[config.mk]
export PLATFORM = sky130hd
export DESIGN_NAME = pipe_alu_mem
export DESIGN_NICKNAME = d
export VERILOG_FILES = /design/src/rtl/pipe_alu_mem.sv
export SDC_FILE = /design/constraint.sdc
export NUM_CORES = 2
export LEC_CHECK = 0
export ABC_AREA = 0
export BUFFER_PORTS_ARGS = -buffer_cell sky130_fd_sc_hd__buf_2
export CAP_MARGIN = 10
export CORE_ASPECT_RATIO = 2
export CORE_MARGIN = 4
export CORE_UTILIZATION = 25
export DETAILED_ROUTE_END_ITERATION = 12
export PLACE_DENSITY_LB_ADDON = 0.08
export SKIP_CTS_REPAIR_TIMING = 1
export SLEW_MARGIN = 0
export SYNTH_ARGS = -nofsm -noshare
export SYNTH_HDL_FRONTEND = slang
export SYNTH_SLANG_ARGS = --single-unit
[constraint.sdc]
create_clock -name clk -period 7.47 [get_ports clk]
set_input_delay 1.1205 -clock clk [delete_from_list [all_inputs] [get_ports clk]]
set_output_delay 1.1205 -clock clk [all_outputs]
set_load 0.05 [all_outputs]
[src/rtl/pipe_alu_mem.sv]
// pipe_alu_mem: operand fetch -> ALU -> writeback/store pipeline, one instruction per cycle, never stalls.
// z at +1, regbank at +2, memory at +3; `define PIPE_FWD_EN to add the RAW bypass from S1/S2.
module pipe_alu_mem #(
  parameter  int DW   = 16,
  parameter  int NREG = 16,
  parameter  int AW   = 8,
  localparam int RW   = $clog2(NREG)
) (
  input  logic          clk,
  input  logic          rst_n,
  input  logic          in_valid,
  input  logic [RW-1:0] rs1,
  input  logic [RW-1:0] rs2,
  input  logic [RW-1:0] rd,
  input  logic [3:0]    func,
  input  logic [AW-1:0] addr,
  output logic [DW-1:0] z,
  output logic          z_valid,
  input  logic [AW-1:0] mem_raddr,
  output logic [DW-1:0] mem_rdata
);

  function automatic logic [DW-1:0] alu(input logic [3:0] f, input logic [DW-1:0] a, input logic [DW-1:0] b);
    case (f)
      4'd0:    alu = a + b;
      4'd1:    alu = a - b;
      4'd2:    alu = a * b;
      4'd3:    alu = a;
      4'd4:    alu = b;
      4'd5:    alu = a & b;
      4'd6:    alu = a | b;
      4'd7:    alu = a ^ b;
      4'd8:    alu = ~a;
      4'd9:    alu = ~b;
      4'd10:   alu = a >> 1;
      4'd11:   alu = a << 1;
      default: alu = '0;
    endcase
  endfunction

  // stage 1: fetched operands and instruction fields
  logic          v1_q;
  logic [DW-1:0] a1_q, b1_q;
  logic [RW-1:0] rd1_q;
  logic [3:0]    func1_q;
  logic [AW-1:0] addr1_q;
  // stage 2: ALU result
  logic          v2_q;
  logic [DW-1:0] z_q;
  logic [RW-1:0] rd2_q;
  logic [AW-1:0] addr2_q;
  // stage 3: pending store
  logic          v3_q;
  logic [DW-1:0] d3_q;
  logic [AW-1:0] addr3_q;

  logic [DW-1:0] regbank_q [NREG];
  logic [DW-1:0] mem_q [2**AW];
  logic [DW-1:0] rdata_q;

  logic [DW-1:0] z_d, opa_d, opb_d;

  assign z_d = alu(func1_q, a1_q, b1_q);

`ifdef PIPE_FWD_EN
  // S1 is younger than S2, so it is checked last and wins on a shared rd.
  always_comb begin
    opa_d = regbank_q[rs1];
    opb_d = regbank_q[rs2];
    if (v2_q && rd2_q == rs1) opa_d = z_q;
    if (v2_q && rd2_q == rs2) opb_d = z_q;
    if (v1_q && rd1_q == rs1) opa_d = z_d;
    if (v1_q && rd1_q == rs2) opb_d = z_d;
  end
`else
  assign opa_d = regbank_q[rs1];
  assign opb_d = regbank_q[rs2];
`endif

  always_ff @(posedge clk or negedge rst_n) begin
    if (!rst_n) begin
      v1_q    <= 1'b0;
      a1_q    <= '0;
      b1_q    <= '0;
      rd1_q   <= '0;
      func1_q <= '0;
      addr1_q <= '0;
      v2_q    <= 1'b0;
      z_q     <= '0;
      rd2_q   <= '0;
      addr2_q <= '0;
      v3_q    <= 1'b0;
      d3_q    <= '0;
      addr3_q <= '0;
    end else begin
      v1_q    <= in_valid;
      a1_q    <= opa_d;
      b1_q    <= opb_d;
      rd1_q   <= rd;
      func1_q <= func;
      addr1_q <= addr;
      v2_q    <= v1_q;
      z_q     <= z_d;
      rd2_q   <= rd1_q;
      addr2_q <= addr1_q;
      v3_q    <= v2_q;
      d3_q    <= z_q;
      addr3_q <= addr2_q;
    end
  end

  always_ff @(posedge clk or negedge rst_n) begin
    if (!rst_n) begin
      for (int k = 0; k < NREG; k++) regbank_q[k] <= DW'(k);
    end else if (v2_q) begin
      regbank_q[rd2_q] <= z_q;
    end
  end

  // memory contents survive reset; only the pipeline valids gate stores
  always_ff @(posedge clk) begin
    if (v3_q) mem_q[addr3_q] <= d3_q;
  end

  always_ff @(posedge clk or negedge rst_n) begin
    if (!rst_n) rdata_q <= '0;
    else        rdata_q <= mem_q[mem_raddr];
  end

  assign z         = z_q;
  assign z_valid   = v2_q;
  assign mem_rdata = rdata_q;

endmodule

==> results.sh <==
export IMPL_die_x_um=606.8
export IMPL_htreeDepth=5
export IMPL_worstPathMaxFanout=11
export IMPL_period_share_pct=90.09
export IMPL_worstSkewPairLatency_ns=1.08
export IMPL_start_kind="flop"
export IMPL_tightest_slew_ns=1.349
export IMPL_irDropWorstVdd_uv=253.5
export IMPL_ant_nets=0
export IMPL_end_kind="flop"
export IMPL_required_ns=8.38
export IMPL_grt_pass1_vias=92670
export IMPL_outcome="completed"
export IMPL_num_rows=439
export IMPL_syn_inst=8034
export IMPL_vias=84020
export IMPL_synth_edff_count=4096
export IMPL_synth_top_area_share_pct=68.61
export IMPL_fin_tns_setup_ns=0
export IMPL_numPortBuffers=67
export IMPL_netlist_area_um2=179300
export IMPL_wl_mm=603.2
export IMPL_yosysWarnings=0
export IMPL_drive_above_1_share_pct=34.96
export IMPL_clk_path_buf_depth=5
export IMPL_cts_made_buffers=453
export IMPL_area_growth_pct=16.19
export IMPL_wl_per_cell_um=32.93
export IMPL_drt_vias_per_instance=4.587
export IMPL_initial_core_util_pct=25.09
export IMPL_synthDistinctLibCells=59
export IMPL_slew_headroom_pct=8.884
export IMPL_grt_max_degree=194
export IMPL_reg2reg_depth=16
export IMPL_timing_fmax_mhz=148.6
export IMPL_hpwl_mm=378.2
export IMPL_grt_pass1_wl_mm=823.0
export IMPL_first_iter_violations=6091
export IMPL_grtUsageTotal_pct=16.35
export IMPL_synth_top_cell_by_area="edfxtp_1"
export IMPL_drcViolationCount=0
export IMPL_rsz0062_at_grt="no"
export IMPL_hold_viol_final=0
export IMPL_min_period_ns=6.730
export IMPL_grt_ovfl_total=0
export IMPL_drv_slew=0
export IMPL_power_leakage_nw=65.41
export IMPL_die_h_mm=1.206
export IMPL_skew_ns=0.1066
export IMPL_yosysSeqAreaShare_pct=73.87
export IMPL_setup_viol=0
export IMPL_die_area_um2=731500
export IMPL_place_congestion=0.8397
export IMPL_fin_util_pct=29.15
export IMPL_clockRootBuffer="clkbuf_16"
export IMPL_max_cap_violations=0
export IMPL_syn_area_per_cell_um2=22.31
export IMPL_worstSetupPathType="flop to flop"
export IMPL_arrival_ns=7.64
export IMPL_io_pins=68
export IMPL_drtPass1Iterations=7
export IMPL_worst_hold_path_type="input port to async pin"
export IMPL_yosys_top_cells_area="edfxtp_1 (69%), mux4_2 (18%), dfrtp_1 (4.8%), mux2_2 (1.8%), fa_1 (0.90%)"
export IMPL_fin_nets=8660
export IMPL_stdcell_area_um2=208300
export IMPL_cellPowerDensity_nw_per_um2=320.1
export IMPL_core_area_um2=714600
export IMPL_clock_sinks=4471
export IMPL_cts_tree="yes"
export IMPL_ys_async_sr_fraction_pct=8.387
export IMPL_synth_seq_cells=4471
export IMPL_power_mw=66.67
export IMPL_synth_top_flop_cell="edfxtp_1"
export IMPL_placed_area_um2=193900
export IMPL_clk_pin_slew_worst_paths_ns=0.08
export IMPL_syn_nets=8247
export IMPL_grt_antenna_before_repair=20
## cells in the final DEF, fill, tap and decap left out, drive strengths merged, types with 7 or more instances in the layout
| cell type | count |
|---|---|
| a22oi | 83 |
| nand2b | 8 |
| nand4 | 14 |
| nor2b | 16 |
| buf | 434 |
| dfstp | 32 |
| ha | 97 |
| nor3 | 14 |
| or3 | 12 |
| o22ai | 17 |
| mux2 | 288 |
| nand3 | 46 |
| dfrtp | 343 |
| nand2 | 141 |
| a2111oi | 7 |
| clkinvlp | 16 |
| nor2 | 383 |
| a31oi | 18 |
| bufinv | 42 |
| a221oi | 23 |
| o21ai | 32 |
| mux4 | 1440 |
| edfxtp | 4096 |
| a21oi | 32 |
| o211ai | 7 |
| mux2i | 37 |
| xor2 | 11 |
| fa | 81 |
| o31ai | 9 |
| clkinv | 204 |
| diode | 31 |
| xnor2 | 51 |
| inv | 165 |
| clkbuf | 542 |
## final cells by class
| cell class | count | area [um2] |
|---|---|---|
| fillers | 69410 | 506300 |
| flip-flops and latches | 4471 | 132500 |
| multi-input cells | 2931 | 45280 |
| well taps | 9481 | 11860 |
| clock buffers | 541 | 11860 |
| repair buffers | 435 | 3732 |
| clock inverters | 272 | 2420 |
| inverters | 155 | 581.8 |
| diodes | 31 | 77.57 |
## flip-flops by register name, indices dropped and copies added (netlist names)
signal and count:
mem_q 4096, d3_q 16, a1_q 16, rd2_q 4, mem_rdata 16, z_valid 1
regbank_q 256, addr1_q 8, b1_q 16, z 16, rd1_q 4, addr3_q 8
v1_q 1, addr2_q 8, func1_q 4, v3_q 1
## power breakdown
part / internal, mW / leakage (nW) / switching (mW)
Clock: 12.7 / 7.02 / 10.1
Combinational: 3.64 / 16.6 / 7.45
Sequential: 31.2 / 41.8 / 1.59
## synthesized netlist by cell type (34+ instances only)
| cell type | n |
|---|---|
| buf_2 | 112 |
| nor2_1 | 383 |
| dfrtp_1 | 343 |
| edfxtp_1 | 4096 |
| fa_1 | 81 |
| inv_1 | 149 |
| mux2_2 | 288 |
| buf_1 | 57 |
| a22oi_1 | 83 |
| ha_1 | 97 |
| mux4_2 | 1440 |
| mux2i_1 | 37 |
| buf_4 | 34 |
| nand2_1 | 141 |
| clkbuf_1 | 257 |
| xnor2_1 | 51 |
| nand3_1 | 46 |
## per-layer routing
metal	track usage, %	vias up	share of wire (%)
met2	31.88	1625	57
met3	1.769	745	2.9
met4	5.919	2	3.9
met5	0	-	0.0022
met1	17.98	47220	36
li1	-	34430	-
## logic make-up after synthesis
group,after synthesis,synth area share [%]
fa+ha+maj,178,1.582
flops,4471,73.87
buf+inv,632,1.544
xor+xnor,63,0.3155
mux,1765,20.11
simple gates,654,1.518
compound gates,271,1.067
## worst max-delay path, cell delays in order, from the launching register on
cell and delay [ns]:
dfrtp_1 0.71, clkinv_1 0.52, nor2_1 0.25, fa_1 0.47, fa_1 0.49, ha_1 0.20
fa_1 0.48, inv_1 0.06, fa_1 0.50, fa_1 0.49, inv_1 0.04, ha_1 0.26
o41ai_1 1.21, o211ai_1 0.33, a211o_1 0.35, and3_1 0.16, o21ai_0 0.07
## stage by stage
| stage | cells | worst slack (ns) | hold WS, ns |
|---|---|---|---|
| 2_1_floorplan | 8034 | 2.055 | 0.3312 |
| 3_3_place_gp | 17470 | 0.7951 | 0.3395 |
| 3_5_place_dp | 17470 | 0.8084 | 0.3372 |
| 4_1_cts | 18290 | 0.7798 | 0.05801 |
| 5_1_grt | 18300 | 0.6148 | 0.1275 |
| 6_report | 18320 | 0.7404 | 0.1346 |
## final timing paths
kind                                 start         end  slack (ns)
worst max register to register     b1_q[3]       z[14]        0.74
worst max-delay path               b1_q[3]       z[14]        0.74
worst min-delay path                 rst_n    a1_q[15]        0.13
min in group clk                   addr[1]  addr1_q[1]        0.20
max in group asynchronous            rst_n    d3_q[10]        5.84
worst min register to register  addr2_q[0]  addr3_q[0]        0.34
(Power assumes the default switching activity.)
